`src/rtl/apb_cmd_master.sv`:
```
// APB requester: accepts one valid/ready command at a time, runs a single APB
// transfer with an access-phase timeout, and returns status on a response channel.
module apb_cmd_master #(
    parameter int ADDR_W  = 32,
    parameter int DATA_W  = 32,
    parameter int TIMEOUT = 16
) (
    input  logic              PCLK,
    input  logic              PRESETn,
    input  logic              cmd_valid,
    output logic              cmd_ready,
    input  logic              cmd_write,
    input  logic [ADDR_W-1:0] cmd_addr,
    input  logic [DATA_W-1:0] cmd_wdata,
    output logic              rsp_valid,
    input  logic              rsp_ready,
    output logic [DATA_W-1:0] rsp_rdata,
    output logic              rsp_slverr,
    output logic              rsp_timeout,
    output logic [7:0]        err_count,
    output logic              PSEL,
    output logic              PENABLE,
    output logic              PWRITE,
    output logic [ADDR_W-1:0] PADDR,
    output logic [DATA_W-1:0] PWDATA,
    input  logic [DATA_W-1:0] PRDATA,
    input  logic              PREADY,
    input  logic              PSLVERR
);

    // state  | meaning
    // IDLE   | waiting for a command, cmd_ready high
    // SETUP  | PSEL=1, PENABLE=0 for one cycle
    // ACCESS | PENABLE=1, waiting for PREADY or timeout
    // RESP   | response held until rsp_ready

    localparam int CNT_W = (TIMEOUT < 1) ? 1 : $clog2(TIMEOUT + 1);
    localparam logic [CNT_W-1:0] TO_LAST = CNT_W'((TIMEOUT == 0) ? 0 : TIMEOUT - 1);

    typedef enum logic [1:0] {IDLE, SETUP, ACCESS, RESP} state_t;

    state_t           state;
    logic [CNT_W-1:0] wait_cnt;

    assign cmd_ready = (state == IDLE);

    always_ff @(posedge PCLK or negedge PRESETn) begin
        if (!PRESETn) begin
            state       <= IDLE;
            PSEL        <= 1'b0;
            PENABLE     <= 1'b0;
            PWRITE      <= 1'b0;
            PADDR       <= '0;
            PWDATA      <= '0;
            rsp_valid   <= 1'b0;
            rsp_rdata   <= '0;
            rsp_slverr  <= 1'b0;
            rsp_timeout <= 1'b0;
            err_count   <= 8'd0;
            wait_cnt    <= '0;
        end else begin
            case (state)
                IDLE: begin
                    if (cmd_valid) begin
                        PADDR   <= cmd_addr;
                        PWDATA  <= cmd_wdata;
                        PWRITE  <= cmd_write;
                        PSEL    <= 1'b1;
                        PENABLE <= 1'b0;
                        state   <= SETUP;
                    end
                end
                SETUP: begin
                    PENABLE  <= 1'b1;
                    wait_cnt <= '0;
                    state    <= ACCESS;
                end
                ACCESS: begin
                    // PREADY wins over a timeout landing on the same cycle
                    if (PREADY) begin
                        PSEL        <= 1'b0;
                        PENABLE     <= 1'b0;
                        rsp_rdata   <= PWRITE ? '0 : PRDATA;
                        rsp_slverr  <= PSLVERR;
                        rsp_timeout <= 1'b0;
                        rsp_valid   <= 1'b1;
                        if (PSLVERR && err_count != 8'hFF)
                            err_count <= err_count + 8'd1;
                        state <= RESP;
                    end else if (TIMEOUT != 0 && wait_cnt == TO_LAST) begin
                        PSEL        <= 1'b0;
                        PENABLE     <= 1'b0;
                        rsp_rdata   <= '0;
                        rsp_slverr  <= 1'b0;
                        rsp_timeout <= 1'b1;
                        rsp_valid   <= 1'b1;
                        if (err_count != 8'hFF)
                            err_count <= err_count + 8'd1;
                        state <= RESP;
                    end else begin
                        wait_cnt <= wait_cnt + CNT_W'(1);
                    end
                end
                RESP: begin
                    if (rsp_ready) begin
                        rsp_valid <= 1'b0;
                        state     <= IDLE;
                    end
                end
                default: state <= IDLE;
            endcase
        end
    end

endmodule

```
`config.mk`:
```
export PLATFORM = sky130hd
export DESIGN_NAME = apb_cmd_master
export DESIGN_NICKNAME = d
export VERILOG_FILES = /design/src/rtl/apb_cmd_master.sv
export SDC_FILE = /design/constraint.sdc
export NUM_CORES = 1
export LEC_CHECK = 0
export BUFFER_PORTS_ARGS = -buffer_cell sky130_fd_sc_hd__buf_4
export CAP_MARGIN = 20
export CORE_UTILIZATION = 50
export CTS_BUF_LIST = sky130_fd_sc_hd__clkbuf_4 sky130_fd_sc_hd__clkbuf_8
export DETAILED_ROUTE_END_ITERATION = 8
export GPL_ROUTABILITY_DRIVEN = 0
export GPL_TIMING_DRIVEN = 0
export PLACE_DENSITY = 0.89
export SETUP_SLACK_MARGIN = 0.05
export SYNTH_ARGS = -nofsm -noshare
export SYNTH_HDL_FRONTEND = slang
export SYNTH_SLANG_ARGS = --single-unit
```
`constraint.sdc`:
```
create_clock -name PCLK -period 3 [get_ports PCLK]
set_input_delay 0 -clock PCLK [delete_from_list [all_inputs] [get_ports PCLK]]
set_output_delay 0 -clock PCLK [all_outputs]
set_load 0.01 [all_outputs]
```
==> results.json <==
{
  "ys.flop_type": "dfrtp_1",
  "synth_cell_type_count": 32,
  "dieArea_mm2": 0.00956,
  "clock_path_buffers": 2,
  "min_period_ns": 2.29,
  "clkTransAtPathRegs_ns": 0.08,
  "ir_worst_vdd_mv": 0.586,
  "wl_per_cell_um": 20.5,
  "firstDrtPassIters": 6,
  "coreArea_mm2": 0.00881,
  "hpwlAfterDp_mm": 8.43,
  "crit_fanout": 10,
  "period_share_pct": 76.5,
  "drc": 36,
  "insertion_delay_ns": 0.42,
  "status": "finished with violations",
  "grt_pass1_wl_mm": 24.1,
  "grt_pass1_vias": 4407,
  "routed_wl_mm": 15.6,
  "drv_slew": 0,
  "start_util_pct": 52.1,
  "tns_ns": 0,
  "async_reset_ff_share_pct": 100,
  "drv_cap": 0,
  "dieWidth_um": 97.8,
  "yosys-top-cells-count": "dfrtp_1 (117), mux2_2 (68), a22o_1 (33)",
  "yosysTopAreaCell": "dfrtp_1",
  "rsz0062_at_grt": "no",
  "cts-root-buf": "clkbuf_8",
  "finClkSkew_ns": 0.0155,
  "finalHoldViolations": 0,
  "worst_pin_slew_ns": 0.663,
  "setup_violations": 0,
  "hold_path.class": "primary input to asynchronous set/reset pin",
  "syn_area_per_cell_um2": 14.9,
  "start_kind": "flop",
  "maxSlewHeadroom_pct": 55.5,
  "postCtsSetupBuffers": 0,
  "syn-num-nets": 417,
  "grtUsageTotal_pct": 34.0,
  "clkSinkCount": 117,
  "synth_seq_cells": 117,
  "area_growth_pct": 69.1,
  "drtIter0Drc": 158,
  "crit_arrival_ns": 2.64,
  "antenna_found_initial": 1,
  "synth_area_mm2": 0.00459,
  "synth_edf_count": 0,
  "yosysSeqAreaShare_pct": 63.8,
  "post-place-ws_ns": 0.900,
  "fill_cells": 375,
  "leakagePower_nw": 3.83,
  "grt_max_degree": 75,
  "netlist_instances": 307,
  "portBuffers": 212,
  "detail_route.vias_per_cell": 5.29,
  "required_ns": 3.35,
  "cts_resized": 0,
  "die_h_um": 97.8,
  "failed_checks": "DRC",
  "cts_tree": "done",
  "rows": 34,
  "ios": 214,
  "yosysTopAreaCellShare_pct": 63.8,
  "drive_gt1_share_pct": 50.5,
  "nNetsFinal": 751,
  "ant_nets": 0,
  "synth_top_cells_by_area": "dfrtp_1 (64%), mux2_2 (17%), a22o_1 (6.3%)",
  "yosys_warnings": 0,
  "yosysMostFrequentCell": "dfrtp_1",
  "fmax_mhz": 436,
  "p_total_mw": 7.62,
  "overflow": 0,
  "cts_made_buffers": 17,
  "finalWorstSetupSlack_ns": 0.706,
  "num_vias": 4028,
  "p_per_area_mw_per_mm2": 982,
  "worst_setup_path_end_kind": "flop",
  "cts_max_level": 4,
  "timing_worst_setup_path_type": "flop to flop"
}
-- area by class of cell --
cell class	instances	area [µm²]	share of cell area, %
Sequential cell	117	2930	37.7
Antenna cell	1	2.50	0.0323
Tap cell	108	135	1.74
Multi-Input combinational cell	168	1550	20.0
Buffer	16	83.8	1.08
Clock inverter	9	103	1.32
Inverter	6	22.5	0.290
Clock buffer	22	290	3.74
Timing Repair Buffer	315	2640	34.0
-- flip-flops by register name, summed over array words and instances (netlist names) --
register / flops
PADDR: 32
PENABLE: 1
PSEL: 1
PWDATA: 32
PWRITE: 1
err_count: 8
rsp_rdata: 32
rsp_slverr: 1
rsp_timeout: 1
rsp_valid: 1
state: 2
wait_cnt: 5
-- path summary, 6_finish.rpt --
check / depth (start not counted) / end / slack, ns / start
worst min register to register: 1 / PWDATA[6]$_DFFE_PN0P_ / 0.51 / PWDATA[6]$_DFFE_PN0P_
min in group PCLK: 3 / rsp_rdata[9]$_DFFE_PN0P_ / 0.35 / PRDATA[9]
worst max-delay path: 6 / rsp_rdata[22]$_DFFE_PN0P_ / 0.71 / wait_cnt[0]$_DFFE_PN0P_
worst max register to register: 6 / rsp_rdata[22]$_DFFE_PN0P_ / 0.71 / wait_cnt[0]$_DFFE_PN0P_
worst min-delay path: 2 / PWDATA[11]$_DFFE_PN0P_ / 0.10 / PRESETn
max in group asynchronous: 3 / PWRITE$_DFFE_PN0P_ / 2.11 / PRESETn
-- logic make-up after synthesis --
kind of cell	Yosys count	synth area share [%]
DFF	117	63.8
muxes	71	17.4
AOI/OAI and AO/OA	51	9.14
and+or+nand+nor	31	3.82
buffers and inverters	22	2.32
xor gates and xnor gates	8	1.53
adders and majority gates	7	1.91
-- per-stage QoR --
step | cell area (µm²) | instances | hold WS (ns) | util (%)
after floorplan | 4590 | 307 | -0.296 | -
after global placement | 6310 | 627 | 0.206 | 71.7
after detailed placement | 6340 | 628 | 0.0387 | 72.0
after CTS | 7750 | 761 | 0.137 | 88.1
after global routing | 7760 | 762 | 0.147 | 88.1
final | 7760 | 762 | 0.102 | 88.1
-- critical path: stages, from the launching register on --
cell	delay [ns]
dfrtp_1	0.43
ha_1	0.24
and3_1	0.19
ha_1	0.24
o21ai_1	0.55
buf_2	0.38
a22o_1	0.20
-- what timing repair did --
action | 4_1_cts | 5_1_grt
endpoints found under the setup margin | 0 | 0
hold buffers | 102 | 0
endpoints found under the hold margin | 144 | 0
-- where the power goes --
group          leakage [nW]  internal (mW)  switching (mW)
clock                 0.209          0.815           0.645
sequential             1.44           2.33           0.548
combinational          2.18           1.82            1.46
-- metal layers --
layer  vias up  routed length (µm)  GRT usage [%]
li1       1794                   -              -
met5         -                   0              0
met4         0                 356           11.8
met1      2026                5790           37.6
met2       178                8500           62.5
met3        30                 972           9.88
-- layout by cell type, fill, tap and decap left out, types with 3 or more instances in the layout --
cell and count:
dlygate4sd3_1 102, ha_1 7, and3_1 4, o22ai_1 4, buf_4 212, clkinv_2 5, xor2_1 6, nand2_1 11
clkbuf_8 20, a22o_1 33, inv_1 6, buf_2 13, and4_1 3, mux2_2 68, dfrtp_1 117, a21oi_1 6
nor2_1 5
Power figures use the tool's default switching activity.
